## src/rtl/branch_resolve_ctrl_pkg.sv

```systemverilog
// rtl/branch_resolve_ctrl_pkg.sv - shared encodings for the EX-stage branch resolver
package branch_resolve_ctrl_pkg;

    localparam logic [2:0] F3_BEQ  = 3'b000;
    localparam logic [2:0] F3_BNE  = 3'b001;
    localparam logic [2:0] F3_BLT  = 3'b100;
    localparam logic [2:0] F3_BGE  = 3'b101;
    localparam logic [2:0] F3_BLTU = 3'b110;
    localparam logic [2:0] F3_BGEU = 3'b111;

    localparam int unsigned PC_INCR = 4;

    typedef enum logic [1:0] {
        ST_IDLE  = 2'd0,
        ST_EVAL  = 2'd1,
        ST_FLUSH = 2'd2
    } state_e;

    // funct3 010/011 are the only unused codes in the branch major opcode
    function automatic logic f3_is_illegal(input logic [2:0] f3);
        return (f3 == 3'b010) || (f3 == 3'b011);
    endfunction

endpackage

```

## src/rtl/branch_resolve_ctrl_branch.sv

```systemverilog
// rtl/branch_resolve_ctrl_branch.sv - RV64 conditional branch comparator
module branch_resolve_ctrl_branch
    import branch_resolve_ctrl_pkg::*;
#(
    parameter int XLEN = 64
) (
    input  logic [XLEN-1:0] rs1_i,
    input  logic [XLEN-1:0] rs2_i,
    input  logic [2:0]      funct3_i,
    output logic            taken_o,
    output logic            illegal_o
);

    always_comb begin
        taken_o = 1'b0;
        case (funct3_i)
            F3_BEQ:  taken_o = (rs1_i == rs2_i);
            F3_BNE:  taken_o = (rs1_i != rs2_i);
            F3_BLT:  taken_o = ($signed(rs1_i) <  $signed(rs2_i));
            F3_BGE:  taken_o = ($signed(rs1_i) >= $signed(rs2_i));
            F3_BLTU: taken_o = (rs1_i <  rs2_i);
            F3_BGEU: taken_o = (rs1_i >= rs2_i);
            default: taken_o = 1'b0;
        endcase
    end

    assign illegal_o = f3_is_illegal(funct3_i);

endmodule

```

## src/rtl/branch_resolve_ctrl.sv

```systemverilog
// rtl/branch_resolve_ctrl.sv - EX-stage branch sequencer, redirect and timed flush; BRANCH_STATS_EN adds saturating counters
module branch_resolve_ctrl
    import branch_resolve_ctrl_pkg::*;
#(
    parameter int XLEN         = 64,
    parameter int FLUSH_CYCLES = 2,
    parameter int IALIGN       = 32,
    parameter int CNT_W        = 32
) (
    input  logic             clk,
    input  logic             rst_n,
    input  logic             req_valid,
    output logic             req_ready,
    input  logic [XLEN-1:0]  req_rs1,
    input  logic [XLEN-1:0]  req_rs2,
    input  logic [2:0]       req_funct3,
    input  logic [XLEN-1:0]  req_pc,
    input  logic [XLEN-1:0]  req_imm,
    input  logic             req_pred_taken,
    input  logic             flush_in,
    output logic             resolve_valid,
    output logic             resolve_taken,
    output logic [XLEN-1:0]  resolve_target,
    output logic             redirect_valid,
    output logic [XLEN-1:0]  redirect_pc,
    output logic             flush_out,
    output logic             illegal_op,
    output logic             misalign,
    output logic [CNT_W-1:0] stat_branches,
    output logic [CNT_W-1:0] stat_mispred
);

    localparam int FC_W = (FLUSH_CYCLES > 1) ? $clog2(FLUSH_CYCLES) : 1;

    state_e            state_q, state_d;
    logic [FC_W-1:0]   fcnt_q, fcnt_d;
    logic [XLEN-1:0]   rs1_q, rs2_q, pc_q, imm_q;
    logic [2:0]        funct3_q;
    logic              pred_q;
    logic              accept;
    logic              taken;
    logic              illegal;
    logic [XLEN-1:0]   target;

    assign req_ready = (state_q == ST_IDLE) && !flush_in;
    assign accept    = req_valid && req_ready;

    always_ff @(posedge clk or negedge rst_n) begin
        if (!rst_n) begin
            rs1_q    <= '0;
            rs2_q    <= '0;
            pc_q     <= '0;
            imm_q    <= '0;
            funct3_q <= '0;
            pred_q   <= 1'b0;
        end else if (accept) begin
            rs1_q    <= req_rs1;
            rs2_q    <= req_rs2;
            pc_q     <= req_pc;
            imm_q    <= req_imm;
            funct3_q <= req_funct3;
            pred_q   <= req_pred_taken;
        end
    end

    branch_resolve_ctrl_branch #(.XLEN(XLEN)) u_branch (
        .rs1_i     (rs1_q),
        .rs2_i     (rs2_q),
        .funct3_i  (funct3_q),
        .taken_o   (taken),
        .illegal_o (illegal)
    );

    assign target = taken ? (pc_q + imm_q) : (pc_q + XLEN'(PC_INCR));

    always_ff @(posedge clk or negedge rst_n) begin
        if (!rst_n) begin
            state_q <= ST_IDLE;
            fcnt_q  <= '0;
        end else begin
            state_q <= state_d;
            fcnt_q  <= fcnt_d;
        end
    end

    // an external flush overrides every internal transition and abandons any flush countdown
    always_comb begin
        state_d = state_q;
        fcnt_d  = fcnt_q;
        if (flush_in) begin
            state_d = ST_IDLE;
            fcnt_d  = '0;
        end else begin
            case (state_q)
                ST_IDLE: if (accept) state_d = ST_EVAL;
                ST_EVAL: begin
                    if (taken != pred_q) begin
                        state_d = ST_FLUSH;
                        fcnt_d  = FC_W'(FLUSH_CYCLES - 1);
                    end else begin
                        state_d = ST_IDLE;
                    end
                end
                ST_FLUSH: begin
                    if (fcnt_q == '0) state_d = ST_IDLE;
                    else              fcnt_d  = fcnt_q - FC_W'(1);
                end
                default: state_d = ST_IDLE;
            endcase
        end
    end

    always_comb begin
        resolve_valid  = 1'b0;
        resolve_taken  = 1'b0;
        resolve_target = '0;
        redirect_valid = 1'b0;
        redirect_pc    = '0;
        illegal_op     = 1'b0;
        misalign       = 1'b0;
        flush_out      = 1'b0;
        case (state_q)
            ST_EVAL: begin
                if (!flush_in) begin
                    resolve_valid  = 1'b1;
                    resolve_taken  = taken;
                    resolve_target = target;
                    illegal_op     = illegal;
                    misalign       = taken && ((IALIGN == 16) ? target[0] : target[1]);
                    if (taken != pred_q) begin
                        redirect_valid = 1'b1;
                        redirect_pc    = target;
                    end
                end
            end
            ST_FLUSH: flush_out = 1'b1;
            default: ;
        endcase
    end

`ifdef BRANCH_STATS_EN
    logic [CNT_W-1:0] br_cnt_q, br_cnt_d;
    logic [CNT_W-1:0] mp_cnt_q, mp_cnt_d;

    always_comb begin
        br_cnt_d = br_cnt_q;
        mp_cnt_d = mp_cnt_q;
        if (resolve_valid && !(&br_cnt_q))  br_cnt_d = br_cnt_q + CNT_W'(1);
        if (redirect_valid && !(&mp_cnt_q)) mp_cnt_d = mp_cnt_q + CNT_W'(1);
    end

    always_ff @(posedge clk or negedge rst_n) begin
        if (!rst_n) begin
            br_cnt_q <= '0;
            mp_cnt_q <= '0;
        end else begin
            br_cnt_q <= br_cnt_d;
            mp_cnt_q <= mp_cnt_d;
        end
    end

    assign stat_branches = br_cnt_q;
    assign stat_mispred  = mp_cnt_q;
`else
    assign stat_branches = '0;
    assign stat_mispred  = '0;
`endif

endmodule

```

## config.mk

```make
export PLATFORM = sky130hd
export DESIGN_NAME = branch_resolve_ctrl
export DESIGN_NICKNAME = d
export VERILOG_FILES = /design/src/rtl/branch_resolve_ctrl_pkg.sv /design/src/rtl/branch_resolve_ctrl_branch.sv /design/src/rtl/branch_resolve_ctrl.sv
export SDC_FILE = /design/constraint.sdc
export NUM_CORES = 1
export LEC_CHECK = 0
export ABC_AREA = 1
export BUFFER_PORTS_ARGS = -buffer_cell sky130_fd_sc_hd__buf_2
export CAP_MARGIN = 20
export CORE_AREA = 4 4 174 218
export DETAILED_ROUTE_END_ITERATION = 10
export DIE_AREA = 0 0 178 222
export GPL_TIMING_DRIVEN = 0
export PLACE_DENSITY_LB_ADDON = 0.05
export SLEW_MARGIN = 20
export SYNTH_ARGS = -nofsm -noshare
export SYNTH_HDL_FRONTEND = slang
export SYNTH_SLANG_ARGS = --single-unit
```

## constraint.sdc

```tcl
create_clock -name clk -period 3.74 [get_ports clk]
set_clock_uncertainty 0.15 [all_clocks]
set_input_delay 0.374 -clock clk [delete_from_list [all_inputs] [get_ports clk]]
set_output_delay 0.374 -clock clk [all_outputs]
set_load 0.01 [all_outputs]
```

==> results.txt, run 1 <==
* HPWL after detailed placement: 61060 µm
- Clock sink count: 263
- Fail Step: global routing
- FFs w/ async S/R, synth: 1.000
* Clk buf depth: 3
- The floorplan step set the die height to 222 µm.
* Cell Rows: 78
- The number of antenna violations at the first check in global routing is 30.
- Entering global routing, the biggest net connects 80 pins.
- Die extent in x: 178 µm
- For this run, the leading register cell type out of synthesis is sky130_fd_sc_hd__dfrtp_1.
- Leading cell types by count after synthesis: sky130_fd_sc_hd__nand2_1, sky130_fd_sc_hd__inv_1, sky130_fd_sc_hd__dfrtp_1
- The synthesized design contains 0 enable-type register cells.
- Summed over all instances, the cell type with the most area after synthesis is sky130_fd_sc_hd__dfrtp_1.
- The synthesized netlist occupies a cell area of 19530 µm².
- The count of buffers added on input and output ports is 398.
- Across every metal layer, demand over resource in global routing totals 0.7300.
- Pin ending the worst setup path after global-route repair: redirect_pc[4]
* Top-level port count: 463
* Maximum level of the CTS H-tree: 1
- The run stopped with a tool error.
* Kind of endpoint with the least setup slack: primary output
- Synthesis produced a netlist whose cell count is 2882.
- After synthesis, the netlist uses 47 different library cells.
* Yosys Warn Count: 0
- Of the synthesized area, sequential elements account for 0.3370.
* Worst-case setup slack after placement: -0.3059 ns
* Tool error message: [ERROR GRT-0232] Routing congestion too high. Check the congestion heatmap in the GUI.
* Grt ovf: 25
* Average footprint of a synthesized cell: 6.777 µm²
- Most used standard cell by instance count after synthesis: sky130_fd_sc_hd__nand2_1
* Leading post-synthesis cells by cell area: sky130_fd_sc_hd__dfrtp_1, sky130_fd_sc_hd__nand2_1, sky130_fd_sc_hd__ha_1
- Clock buffer count from CTS: 29
- Flip-flop and latch count after synthesis: 263
- The initial utilization of the core area, before any placement, comes to 0.5423.
- At the end of routability-driven placement, the weighted congestion stood at 0.9716.
- Area share of the largest cell type after synthesis: 0.3370
- Root buf cell: sky130_fd_sc_hd__clkbuf_16
-- metrics by stage --
| step | utilization | instance area, µm² | TNS [ns] | hold slack [ns] | instances |
|---|---|---|---|---|---|
| global placement | 0.6209 | 22360 | -659.13 | 0.3170 | 3823 |
| floorplan | - | 19770 | 0 | -0.07159 | 2945 |
| CTS | 0.7702 | 27740 | -18.48 | 0.1802 | 4182 |
| detailed placement | 0.6238 | 22460 | -3.590 | 0.1862 | 3827 |
-- logic make-up after synthesis --
logic type,after synthesis,share of synthesized area
buffers and inverters,524,0.1174
DFF,263,0.3370
AOI/OAI and AO/OA,370,0.1020
and+or+nand+nor,1509,0.3219
xor gates and xnor gates,86,0.03857
other,1,0.0001920
adders and majority gates,129,0.08303
-- layer usage --
layer / GRT usage / overflow
met1: 0.7314 / 3
met2: 0.8851 / 10
met3: 0.5826 / 7
met4: 0.6867 / 5
met5: 0.4293 / 0
-- timing repair --
| action | CTS |
|---|---|
| resized for setup | 302 |
| hold endpoints to repair | 324 |
| endpoints found under the setup margin | 131 |
| pin swaps | 81 |
| cloned | 4 |
| hold buffers | 262 |
| buffers inserted | 37 |
==> run 2: changes to the inputs <==
CORE_AREA = 4 4 226 228   (was 4 4 174 218)
DIE_AREA = 0 0 230 232   (was 0 0 178 222)
PLACE_DENSITY_LB_ADDON = 0.15   (was 0.05)
==> run 2 against run 1 <==
Compared with the run above:
- the flow now finishes, with violations (setup timing)
- synthesized cell count did not move
- synthesized area is the same
==> results.txt, run 2 <==
- Cell Rows: 81 (was 78)
* Detailed Routing Iterations Pass 1: 6
- Crit path max-delay cell type: sky130_fd_sc_hd__dfrtp_1
- STA classifies the critical path startpoint as a flop.
- Number of global-route vias before repair: 22270
- Setup violations remaining at the end of the flow were counted as 131.
* Initial antenna violation count: 5
* Largest net degree at the start of global routing: 85
- The path with the worst hold slack has its endpoint at state_q[1]$_DFFE_PN0P_.
* TritonCTS clock tree: yes
- The TritonCTS buffer count is 31 (was 29).
- Highest clock frequency the design can meet: 0.2408 GHz
- Violated checks: setup timing
- Worst-case reg-to-reg path depth: 9
* Final Hold Slack: 0.05563 ns
* Design Power: 16.08 mW
- Maximum fanout encountered on the critical timing path: 8
- In this run the critical register-to-register path is captured at rs2_q[4]$_DFFE_PN0P_.
- Critical register-to-register path startpoint: state_q[0]$_DFFE_PN0P_
- Commonest cells after routing, fill and taps aside: sky130_fd_sc_hd__nand2_1, sky130_fd_sc_hd__buf_2, sky130_fd_sc_hd__inv_1, sky130_fd_sc_hd__dlygate4sd3_1, sky130_fd_sc_hd__dfrtp_1
- Number of enable flip-flop cells after synthesis: 0 (unchanged)
- The average instance area after synthesis came to 6.777 µm² (unchanged).
- The synthesized area is 19530 µm² (unchanged).
* Worst rel slew slack: 0.2785
- Most common library cell in the layout ignoring fill and taps: sky130_fd_sc_hd__nand2_1
- FFs w/ async S/R, synth: 1.000 (unchanged)
* Combined global-route utilization of all metal layers: 0.3097
- The effective utilization at floorplan is 0.3998 (was 0.5423).
- The most numerous cell in the Yosys netlist was sky130_fd_sc_hd__nand2_1 (unchanged).
- IR analysis of the VDD net gives a maximum drop of 437.2 µV.
- After detailed routing, the number of remaining DRC violations is 0.
- Clk buf depth: 3 (unchanged)
- Data required, critical path: 3.22 ns
- Maximum level of the CTS H-tree: 1 (unchanged)
* Arrival @ worst endpoint: 3.63 ns
- Leading post-synthesis cells by cell area: sky130_fd_sc_hd__dfrtp_1, sky130_fd_sc_hd__nand2_1, sky130_fd_sc_hd__ha_1 (unchanged).
* Yosys cell types: 47 (unchanged)
- Clock-pin slew was measured on the worst setup and hold paths at 0.06 ns.
- The count of nets left with antenna violations once routing finished came out at 0.
- Sequential share of the synthesized area: 0.3370 (unchanged)
* DIE HEIGHT: 232 µm (was 222 µm)
- Average wire length per cell after detail routing: 20.20 µm
- Count of final hold-check violations: 0
- Result of the run: finished, violations left (was aborted with a tool error).
- Leading cell types by count after synthesis: sky130_fd_sc_hd__nand2_1, sky130_fd_sc_hd__inv_1, sky130_fd_sc_hd__dfrtp_1 (unchanged)
* Floorplan core area: 48850 µm²
- The post-place setup slack is -0.1753 ns (was -0.3059 ns).
- Cell depth of the worst hold path: 4
- Using the TritonRoute via totals, the vias-per-cell ratio works out to 5.114.
* Worst path max stage delay: 0.41 ns
- The worst register-to-register path has a setup slack of 0.61 ns.
- Post-route design area: 30230 µm²
* Top-level port count: 463 (unchanged)
* Static leakage power: 15.24 nW
* Yosys Warn Count: 0 (unchanged)
- Post-route setup slack: -0.4130 ns
* Post-route non-filler standard cell count: 4416
- Power per cell area: 532.1 nW/µm²
- Counting both buffers and inverters, the worst setup path holds a total of 6.
- Number of vias in the routed layout: 22590
- The cell at the root of the clock tree was sky130_fd_sc_hd__clkbuf_16 (unchanged).
- The post-placement cell area was 22680 µm² (was 22460 µm²).
- Largest delay share family, worst path: simple AND/OR/NAND/NOR gates
* Max-capacitance violation count: 0
- The worst setup path is of the flop to output port kind.
- Routability congestion estimate: 1.002 (was 0.9716)
- STA classifies the critical path endpoint as an output port.
- The tightest min-delay check is of the primary input to flop type.
* Grt ovf: 0
* Final critical delay including setup and external delays: 4.153 ns
- The max-slew violation total from the final report came to 0.
* Starting DRC count in detailed routing: 1844
- Beginning of the worst hold path: flush_in
* HPWL after detailed placement: 66360 µm (was 61060 µm)
* Synthesis-to-layout area growth: 54.76%
- Final WL: 89190 µm
* Clk Latency, worst-skew pair: 0.60 ns
- The sink count of the clock tree came to 263 (unchanged).
- Counting buffers and inverters, the worst setup path is 20 cells deep.
- The post-synthesis cell type with the largest combined area was sky130_fd_sc_hd__dfrtp_1 (unchanged).
* Unrepaired setup endpoints after global routing: true
- Of the cells placed in the final design, the portion with a size suffix greater than 1 is 0.2903.
* Slew of the pin with the lowest slew margin: 1.082 ns
- The flop and latch count out of synthesis came to 263 (unchanged).
- The critical path goes through ha_4 -> nand2_2 -> buf_6 -> nor3_4 -> inv_2 -> nor2_4 -> and2_4 -> nand2_4 -> nand2_2 -> nand2_4 -> buf_4 -> nand2_4 -> nor2_4 -> nor2_4 -> buf_12 -> nand3_4 -> nand2_8 -> clkbuf_16 -> nor2_1 -> buf_2.
- The number of port buffers was 398 (unchanged).
- Wire length of the first global-routing pass: 128600 µm
- The width of the chip is 230 µm (was 178 µm).
* Die area: 53360 µm²
* Number of placed instances with taps included: 4010 (was 3827)
- The number of cells produced by synthesis came to 2882 (unchanged).
- Flip-flop cell with the highest count after synthesis: sky130_fd_sc_hd__dfrtp_1 (unchanged)
- Fraction of the cycle the final worst path needs: 1.110
- The fraction of synthesized cell area taken by the top area cell type is 0.3370 (unchanged).
- Net count reported at finish: 4115
==> run 2: cell counts after synthesis <==
No cell type changed its count.
==> run 2: worst max path at each step <==
stage                           from                     to  slack, ns
2_1_floorplan    pc_q[0]$_DFFE_PN0P_        redirect_pc[38]       0.80
3_3_place_gp                   rst_n  rs1_q[51]$_DFFE_PN0P_      -2.83
3_5_place_dp     pc_q[2]$_DFFE_PN0P_        redirect_pc[62]      -0.18
4_1_cts        rs1_q[47]$_DFFE_PN0P_        redirect_pc[57]      -0.32
5_1_grt        rs2_q[41]$_DFFE_PN0P_        redirect_pc[14]      -0.52
6_report       rs1_q[43]$_DFFE_PN0P_        redirect_pc[14]      -0.41
==> run 2: kinds of logic after synthesis <==
group                    after synthesis  share of synthesized area
flip-flops                           263                     0.3370
AND/OR/NAND/NOR                     1509                     0.3219
buffers and inverters                524                     0.1174
other                                  1                  0.0001920
AO/OA/AOI/OAI                        370                     0.1020
adder cells (fa/ha/maj)              129                    0.08303
XOR/XNOR                              86                    0.03857
==> run 2: timing repair <==
action                                  in CTS  in global routing
hold buffers                               261                  0
endpoints found under the setup margin     131                131
setup buffers                               23                 48
hold endpoints to repair                   375                  0
pin swaps                                   52                107
gates cloned                                 2                 11
gates resized for setup                    243                442
==> run 2: final cells by class <==
class / count / area, µm²
clock buffers: 46 / 922.1
repair buffers: 745 / 5797
multi-input cells: 2159 / 13390
flip-flops and latches: 263 / 6614
clock inverters: 10 / 171.4
fillers: 4347 / 18620
plain buffers: 150 / 1086
diodes: 7 / 17.52
well taps: 664 / 830.8
inverters: 372 / 1399
==> run 2: where the power goes <==
part	total (mW)	switching (mW)	leakage [nW]	internal (mW)
sequential	4.08	0.663	3.22	3.42
clock	3.29	1.31	0.537	1.98
combinational	8.71	5.17	11.5	3.54
==> run 2: metrics by stage <==
step / util / TNS, ns
after detailed placement: 0.4644 / -5.389
final: 0.6187 / -42.08
after CTS: 0.5651 / -30.77
after global routing: 0.6186 / -57.29
after floorplan: - / 0
after global placement: 0.4624 / -733.65
==> run 2: worst reg2reg max path: cells and delay by family, from the launching register on <==
| family | cells | cell delay (ns) |
|---|---|---|
| AOI/OAI and AO/OA | 1 | 0.10 |
| buffers and inverters | 4 | 1.77 |
| DFF | 1 | 0.39 |
| and+or+nand+nor | 4 | 0.64 |
==> run 2: per-layer routing <==
metal  share of wire  global-route usage  vias to the layer above
li1                -                   -                    10740
met1            0.41              0.3964                    10750
met2            0.48              0.5389                      913
met3           0.068             0.04441                      187
met4           0.040              0.1038                        0
met5               0                   0                        -
Note: power is estimated with default switching activity, not from simulation.
